<file path="src/rtl/sdram_burst_arbiter_pkg.sv">
// sdram_burst_arbiter_pkg
//   Shared types and default widths for the SDRAM burst arbiter.
//   - grant_e : encoding of the current grant as seen on grant_id
//   - state_e : arbiter state machine encoding
//   - PICK_*  : bit positions of the one-hot winner from the selector
package sdram_burst_arbiter_pkg;

    localparam int DEF_ADDR_BITS  = 24;
    localparam int DEF_DATA_BITS  = 16;
    localparam int DEF_LEN_BITS   = 10;
    localparam int DEF_MAX_M0_RUN = 4;

    typedef enum logic [1:0] {
        GRANT_NONE = 2'd0,
        GRANT_M0   = 2'd1,
        GRANT_M1   = 2'd2
    } grant_e;

    typedef enum logic [1:0] {
        ST_IDLE    = 2'd0,
        ST_WR_BUSY = 2'd1,
        ST_RD_BUSY = 2'd2
    } state_e;

    localparam int PICK_M0_RD = 0;
    localparam int PICK_M1_WR = 1;
    localparam int PICK_M1_RD = 2;
    localparam int PICK_M0_WR = 3;

endpackage

</file>
<file path="src/rtl/sdram_burst_arbiter_arb_pick.sv">
// sdram_burst_arbiter_arb_pick
//   Combinational winner selection for one burst grant.
//   Ports:
//     m0_rd_req, m0_wr_req, m1_rd_req, m1_wr_req : pending master requests
//     m0_run_sat  : M0 has used up its consecutive-grant allowance
//     rr_rd_first : when both M1 channels want service, the read wins
//     pick        : one-hot winner, bit positions PICK_* from the package
module sdram_burst_arbiter_arb_pick
    import sdram_burst_arbiter_pkg::*;
(
    input  logic       m0_rd_req,
    input  logic       m0_wr_req,
    input  logic       m1_rd_req,
    input  logic       m1_wr_req,
    input  logic       m0_run_sat,
    input  logic       rr_rd_first,
    output logic [3:0] pick
);

    logic m1_pending;

    assign m1_pending = m1_rd_req | m1_wr_req;

    // NOTE: every output of a combinational block gets a default first, so
    // no path through the if/else chain can leave it unassigned (no latch).
    always_comb begin
        pick = '0;
        // Display reads first, unless M0 has hogged the port while M1 waits.
        if (m0_rd_req && !(m0_run_sat && m1_pending)) begin
            pick[PICK_M0_RD] = 1'b1;
        end else if (m1_wr_req && m1_rd_req) begin
            if (rr_rd_first) pick[PICK_M1_RD] = 1'b1;
            else             pick[PICK_M1_WR] = 1'b1;
        end else if (m1_wr_req) begin
            pick[PICK_M1_WR] = 1'b1;
        end else if (m1_rd_req) begin
            pick[PICK_M1_RD] = 1'b1;
        end else if (m0_wr_req) begin
            pick[PICK_M0_WR] = 1'b1;
        end
    end

endmodule

</file>
<file path="src/rtl/sdram_burst_arbiter.sv">
// sdram_burst_arbiter
//   Shares one sdram_core burst port between two masters (M0 display read
//   path, M1 drawing path). One whole burst is granted at a time; M0 reads
//   have priority, bounded by MAX_M0_RUN consecutive M0 grants while M1 waits.
//   Ports:
//     clk, rst_n                 : memory clock, async active-low reset
//     mN_wr_burst_*  (N=0,1)     : master write request / data, demuxed
//                                  data_req and finish back to the master
//     mN_rd_burst_*  (N=0,1)     : master read request, read data (broadcast),
//                                  demuxed data_valid and finish
//     wr_burst_*, rd_burst_*     : core burst channels
//     grant_id                   : current grant {0 none, 1 M0, 2 M1}
module sdram_burst_arbiter
    import sdram_burst_arbiter_pkg::*;
#(
    parameter int ADDR_BITS  = DEF_ADDR_BITS,
    parameter int DATA_BITS  = DEF_DATA_BITS,
    parameter int LEN_BITS   = DEF_LEN_BITS,
    parameter int MAX_M0_RUN = DEF_MAX_M0_RUN
) (
    input  logic                 clk,
    input  logic                 rst_n,

    input  logic                 m0_wr_burst_req,
    input  logic [LEN_BITS-1:0]  m0_wr_burst_len,
    input  logic [ADDR_BITS-1:0] m0_wr_burst_addr,
    input  logic [DATA_BITS-1:0] m0_wr_burst_data,
    output logic                 m0_wr_burst_data_req,
    output logic                 m0_wr_burst_finish,
    input  logic                 m0_rd_burst_req,
    input  logic [LEN_BITS-1:0]  m0_rd_burst_len,
    input  logic [ADDR_BITS-1:0] m0_rd_burst_addr,
    output logic [DATA_BITS-1:0] m0_rd_burst_data,
    output logic                 m0_rd_burst_data_valid,
    output logic                 m0_rd_burst_finish,

    input  logic                 m1_wr_burst_req,
    input  logic [LEN_BITS-1:0]  m1_wr_burst_len,
    input  logic [ADDR_BITS-1:0] m1_wr_burst_addr,
    input  logic [DATA_BITS-1:0] m1_wr_burst_data,
    output logic                 m1_wr_burst_data_req,
    output logic                 m1_wr_burst_finish,
    input  logic                 m1_rd_burst_req,
    input  logic [LEN_BITS-1:0]  m1_rd_burst_len,
    input  logic [ADDR_BITS-1:0] m1_rd_burst_addr,
    output logic [DATA_BITS-1:0] m1_rd_burst_data,
    output logic                 m1_rd_burst_data_valid,
    output logic                 m1_rd_burst_finish,

    output logic                 wr_burst_req,
    output logic [LEN_BITS-1:0]  wr_burst_len,
    output logic [ADDR_BITS-1:0] wr_burst_addr,
    output logic [DATA_BITS-1:0] wr_burst_data,
    input  logic                 wr_burst_data_req,
    input  logic                 wr_burst_finish,
    output logic                 rd_burst_req,
    output logic [LEN_BITS-1:0]  rd_burst_len,
    output logic [ADDR_BITS-1:0] rd_burst_addr,
    input  logic [DATA_BITS-1:0] rd_burst_data,
    input  logic                 rd_burst_data_valid,
    input  logic                 rd_burst_finish,

    output logic [1:0]           grant_id
);

    localparam int RUN_BITS = $clog2(MAX_M0_RUN + 1);

    state_e               state, state_nxt;
    grant_e               grant_q;
    logic [LEN_BITS-1:0]  len_q, len_sel;
    logic [ADDR_BITS-1:0] addr_q, addr_sel;
    logic [RUN_BITS-1:0]  m0_run;
    logic                 rr_rd_first;
    logic [3:0]           pick;
    logic                 m0_run_sat, m1_pending, start, pick_m0, pick_rd;
    logic                 wr_busy, rd_busy, to_m0, to_m1;

    assign m0_run_sat = (m0_run == RUN_BITS'(MAX_M0_RUN));
    assign m1_pending = m1_wr_burst_req | m1_rd_burst_req;

    sdram_burst_arbiter_arb_pick u_pick (
        .m0_rd_req   (m0_rd_burst_req),
        .m0_wr_req   (m0_wr_burst_req),
        .m1_rd_req   (m1_rd_burst_req),
        .m1_wr_req   (m1_wr_burst_req),
        .m0_run_sat  (m0_run_sat),
        .rr_rd_first (rr_rd_first),
        .pick        (pick)
    );

    assign pick_m0 = pick[PICK_M0_RD] | pick[PICK_M0_WR];
    assign pick_rd = pick[PICK_M0_RD] | pick[PICK_M1_RD];
    assign start   = (state == ST_IDLE) && (pick != '0);

    // Parameters of the winning request, captured on entry to BUSY.
    always_comb begin
        len_sel  = '0;
        addr_sel = '0;
        if (pick[PICK_M0_RD]) begin
            len_sel  = m0_rd_burst_len;
            addr_sel = m0_rd_burst_addr;
        end else if (pick[PICK_M1_WR]) begin
            len_sel  = m1_wr_burst_len;
            addr_sel = m1_wr_burst_addr;
        end else if (pick[PICK_M1_RD]) begin
            len_sel  = m1_rd_burst_len;
            addr_sel = m1_rd_burst_addr;
        end else if (pick[PICK_M0_WR]) begin
            len_sel  = m0_wr_burst_len;
            addr_sel = m0_wr_burst_addr;
        end
    end

    // NOTE: state elements use non-blocking assignment so every register
    // samples pre-edge values regardless of block evaluation order.
    always_ff @(posedge clk or negedge rst_n) begin
        if (!rst_n) state <= ST_IDLE;
        else        state <= state_nxt;
    end

    // Only the finish of the granted direction ends a burst; a stray finish
    // on the other channel is ignored.
    always_comb begin
        state_nxt = state;
        case (state)
            ST_IDLE:    if (start) state_nxt = pick_rd ? ST_RD_BUSY : ST_WR_BUSY;
            ST_WR_BUSY: if (wr_burst_finish) state_nxt = ST_IDLE;
            ST_RD_BUSY: if (rd_burst_finish) state_nxt = ST_IDLE;
            default:    state_nxt = ST_IDLE;
        endcase
    end

    always_ff @(posedge clk or negedge rst_n) begin
        if (!rst_n) begin
            grant_q <= GRANT_NONE;
            len_q   <= '0;
            addr_q  <= '0;
        end else if (start) begin
            grant_q <= pick_m0 ? GRANT_M0 : GRANT_M1;
            len_q   <= len_sel;
            addr_q  <= addr_sel;
        end else if (state != ST_IDLE && state_nxt == ST_IDLE) begin
            grant_q <= GRANT_NONE;
        end
    end

    // m0_run counts M0 grants made while M1 was waiting; any M1 grant, or an
    // M0 grant with M1 idle, restarts the count.
    always_ff @(posedge clk or negedge rst_n) begin
        if (!rst_n) begin
            m0_run      <= '0;
            rr_rd_first <= 1'b0;
        end else if (start) begin
            if (pick_m0) begin
                if (!m1_pending)      m0_run <= '0;
                else if (!m0_run_sat) m0_run <= m0_run + RUN_BITS'(1);
            end else begin
                m0_run      <= '0;
                rr_rd_first <= pick[PICK_M1_WR];
            end
        end
    end

    assign wr_busy = (state == ST_WR_BUSY);
    assign rd_busy = (state == ST_RD_BUSY);
    assign to_m0   = (grant_q == GRANT_M0);
    assign to_m1   = (grant_q == GRANT_M1);

    assign wr_burst_req  = wr_busy;
    assign wr_burst_len  = wr_busy ? len_q  : '0;
    assign wr_burst_addr = wr_busy ? addr_q : '0;
    assign wr_burst_data = (wr_busy && to_m0) ? m0_wr_burst_data :
                           (wr_busy && to_m1) ? m1_wr_burst_data : '0;
    assign rd_burst_req  = rd_busy;
    assign rd_burst_len  = rd_busy ? len_q  : '0;
    assign rd_burst_addr = rd_busy ? addr_q : '0;

    // Strobes are demuxed combinationally so write data meets data_req in
    // the same cycle.
    assign m0_wr_burst_data_req   = wr_busy & to_m0 & wr_burst_data_req;
    assign m0_wr_burst_finish     = wr_busy & to_m0 & wr_burst_finish;
    assign m1_wr_burst_data_req   = wr_busy & to_m1 & wr_burst_data_req;
    assign m1_wr_burst_finish     = wr_busy & to_m1 & wr_burst_finish;
    assign m0_rd_burst_data_valid = rd_busy & to_m0 & rd_burst_data_valid;
    assign m0_rd_burst_finish     = rd_busy & to_m0 & rd_burst_finish;
    assign m1_rd_burst_data_valid = rd_busy & to_m1 & rd_burst_data_valid;
    assign m1_rd_burst_finish     = rd_busy & to_m1 & rd_burst_finish;

    assign m0_rd_burst_data = rd_busy ? rd_burst_data : '0;
    assign m1_rd_burst_data = rd_busy ? rd_burst_data : '0;

    assign grant_id = grant_q;

endmodule

</file>
<file path="config.mk">
export PLATFORM = sky130hd
export DESIGN_NAME = sdram_burst_arbiter
export DESIGN_NICKNAME = d
export VERILOG_FILES = /design/src/rtl/sdram_burst_arbiter_pkg.sv /design/src/rtl/sdram_burst_arbiter_arb_pick.sv /design/src/rtl/sdram_burst_arbiter.sv
export SDC_FILE = /design/constraint.sdc
export NUM_CORES = 1
export LEC_CHECK = 0
export ABC_AREA = 0
export BUFFER_PORTS_ARGS = -buffer_cell sky130_fd_sc_hd__buf_2
export CAP_MARGIN = 20
export CORE_AREA = 4 4 124 126
export DETAILED_ROUTE_END_ITERATION = 8
export DIE_AREA = 0 0 128 130
export SKIP_CTS_REPAIR_TIMING = 1
export SYNTH_ARGS = -nofsm -noshare
export SYNTH_HDL_FRONTEND = slang
export SYNTH_SLANG_ARGS = --single-unit
</file>
<file path="constraint.sdc">
create_clock -name clk -period 2.1 [get_ports clk]
set_clock_uncertainty 0.15 [all_clocks]
set_input_delay 0.21 -clock clk [delete_from_list [all_inputs] [get_ports clk]]
set_output_delay 0.21 -clock clk [all_outputs]
set_load 0.01 [all_outputs]
</file>
==> out/metrics.yaml <==
sta:
  maxSlewViolCount: 0
  post-route-period-util_pct: 96.7
  post-route-min-period_ps: 2030
  worst_slew_pin_slew_ps: 609
  finalSetupViolCount: 0
  hold_violations: 4
  relSlewSlack_pct: 59.4
  fmax_mhz: 492
  fin_hold_ws_ps: -6.71
critical_path:
  start_kind: "flop"
  path_delay_family: "flip-flops"
  cp_data_arrival_time_ps: 1670
  critPathMaxStageDelay_ps: 430
  crit_slowest_cell: "dfrtp_1"
  worstPathCellList: "nor2b_2 > and2_1 > buf_4 > a22o_1 > buf_2"
  crit_fanout: 16
  crit_required_ps: 1740
  crit_buf_inv: 2
  crit_type: "flop to output pin"
  end_kind: "output pin"
layout:
  num-fill-cells: 1508
  area_growth_pct: 55.2
  final_cells: 942
  drive_above_1_share_pct: 49.2
  final_area_mm2: 0.00563
  n_antenna_cell: 0
  fin_nets: 953
logic_synthesis:
  async_flop_share_pct: 100
  synth_top_area_cell: "dfrtp_1"
  ys_seq_area_share_pct: 29.0
  synth_area_mm2: 0.00363
  yosys.area.top_type_share_pct: 29.0
  syn_inst: 456
  synthTopCellsByCount: "87 x and2_1, 62 x a21oi_1, 42 x dfrtp_1"
  yosysMostFrequentCell: "and2_1"
  synth_top_cells_by_area: "dfrtp_1 29%, and2_1 15%, a21oi_1 8.6%"
  yosys_warnings: 0
  ys.flop_type: "dfrtp_1"
  synth_edf_count: 0
  synth-seq-cells: 42
  synth_cell_types: 41
  syn_avg_cell_area_um2: 7.95
  syn_nets: 652
outcome:
  status: "finished with violations"
  violations: "hold timing"
routing:
  avgViaCountPerCell: 4.92
  drtIter0Drc: 266
  first_pass_iters: 4
  drc_errors: 0
  via_count: 4635
  antenna_left: 0
  routed_wl_um: 16900
  wl_per_cell_um: 17.9
global_route:
  grt_antenna_before_repair: 3
  grt.total_usage_pct: 19.1
  grt_overflow_total: 0
  grt_pass1_wl_um: 25000
  grt_max_degree: 43
  grt_pass1_vias: 4510
floorplanning:
  pin_count: 322
  dieWidth_um: 128
  dieArea_mm2: 0.0166
  fp.dieH_um: 130
  core_mm2: 0.0143
  rows: 44
  start_util_pct: 25.3
place:
  dp_cells: 929
  place_hpwl_um: 13500
  numPortBuffers: 321
  gp_congestion: 0.849
  placed_area_mm2: 0.00540
clocking:
  numCtsBuffers: 5
  cts.clk_slew.worst_paths_ps: 70
  htree_levels: 2
  cts_tree: "done"
  clock-root-buffer: "clkbuf_16"
  cts_buffer_depth: 2
  insertion_delay_ps: 290
  cts.sinks: 42
power_and_ir_drop:
  intPower_uw: 3530
  p_leak_uw: 0.00307
  p_seq_share_pct: 24.5
  comb_power_share_pct: 61.2
  p_per_area_mw_per_mm2: 1120
  p_sw_uw: 2780
  power.share.switching_pct: 44.0
  pwr-share-clk_pct: 14.4
  ir_drop_mv: 0.442
flow_run:
  cap_violations: 0
hold_path:
  min_path_type: "input pin to flop"
==> placed cells by master, fill, tap and decap left out, types with 2 or more instances in the layout <==
| cell | instances |
|---|---|
| a21o_1 | 11 |
| buf_4 | 26 |
| and3_1 | 8 |
| o32ai_1 | 2 |
| nand2_1 | 18 |
| nor2b_4 | 3 |
| o21ai_0 | 7 |
| dfrtp_1 | 42 |
| a21bo_2 | 2 |
| inv_1 | 4 |
| a21oi_1 | 62 |
| o22a_1 | 11 |
| and2_1 | 87 |
| nand4_1 | 11 |
| clkbuf_16 | 5 |
| nor2_1 | 27 |
| a22oi_1 | 21 |
| a22o_1 | 17 |
| dlygate4sd3_1 | 5 |
| a221oi_1 | 8 |
| nand2b_1 | 2 |
| buf_2 | 321 |
| o2bb2ai_1 | 3 |
| buf_12 | 3 |
| ha_1 | 2 |
| o31ai_1 | 15 |
| nor2b_1 | 2 |
| o22ai_1 | 11 |
==> through the flow <==
step	setup WS (ps)	hold WS, ps	power (uW)	setup TNS (ps)	utilization (%)
2_1_floorplan	249	-236	3970	0	-
3_3_place_gp	163	196	5380	0	37.7
3_5_place_dp	90.4	207	5430	0	37.7
4_1_cts	56.6	-115	6380	0	38.9
5_1_grt	-0.191	0.0671	6860	-0.191	39.3
6_report	68.6	-6.71	6310	0	39.3
==> worst paths after layout <==
path	to	slack, ps	depth (start not counted)	from
setup / recovery	wr_burst_data[14]	70	5	grant_id[1]
hold / removal	addr_q[22]	-7	3	m0_rd_burst_addr[22]
setup reg to reg	len_q[8]	150	6	m0_run[0]
hold reg to reg	addr_q[5]	350	2	addr_q[5]
max in group asynchronous	addr_q[23]	980	3	rst_n
min in group asynchronous	addr_q[9]	410	3	rst_n
==> worst reg2reg max path: stages (launching register included) <==
cell       delay [ps]
dfrtp_1           370
inv_1              60
ha_1              250
a21bo_2           210
and3_2            290
a2111oi_2         370
o31ai_1           120
==> area by class of cell <==
cell class | count | area (um2) | share of cell area (%)
multi-input combinational | 349 | 2250 | 40.0
timing repair buffer | 355 | 1910 | 34.0
sequential | 42 | 1050 | 18.7
inverter | 4 | 15.0 | 0.267
clock buffer | 6 | 129 | 2.29
clock inverter | 2 | 37.5 | 0.667
tap | 184 | 230 | 4.09
==> layer usage <==
metal / up-vias / part of all wire (%) / global-route usage (%)
met3: 17 / 8.0 / 4.18
met5: - / 0.15 / 0
met1: 2147 / 43 / 25.8
li1: 2246 / - / -
met4: 4 / 0.92 / 3.68
met2: 221 / 48 / 31.6
==> sequential cells by signal (all words and copies together) (netlist names) <==
name	count
addr_q	24
len_q	10
m0_run	3
grant_id	2
state	2
rr_rd_first	1
==> cells by family after synthesis <==
group | Yosys count | share of synthesized area [%]
AO/OA/AOI/OAI | 176 | 33.1
AND/OR/NAND/NOR | 170 | 26.8
buffers and inverters | 65 | 10.1
flip-flops | 42 | 29.0
adder cells (fa/ha/maj) | 2 | 0.690
multiplexers | 1 | 0.276
==> power by group through the flow <==
stage	Sequential (uW)	Combinational [uW]	Clock [uW]
2_1_floorplan	1400	2570	0
3_3_place_gp	1540	3840	0
3_5_place_dp	1560	3870	0
4_1_cts	1540	3880	952
5_1_grt	1610	4270	976
6_report	1550	3860	906
(Power assumes the default switching activity.)
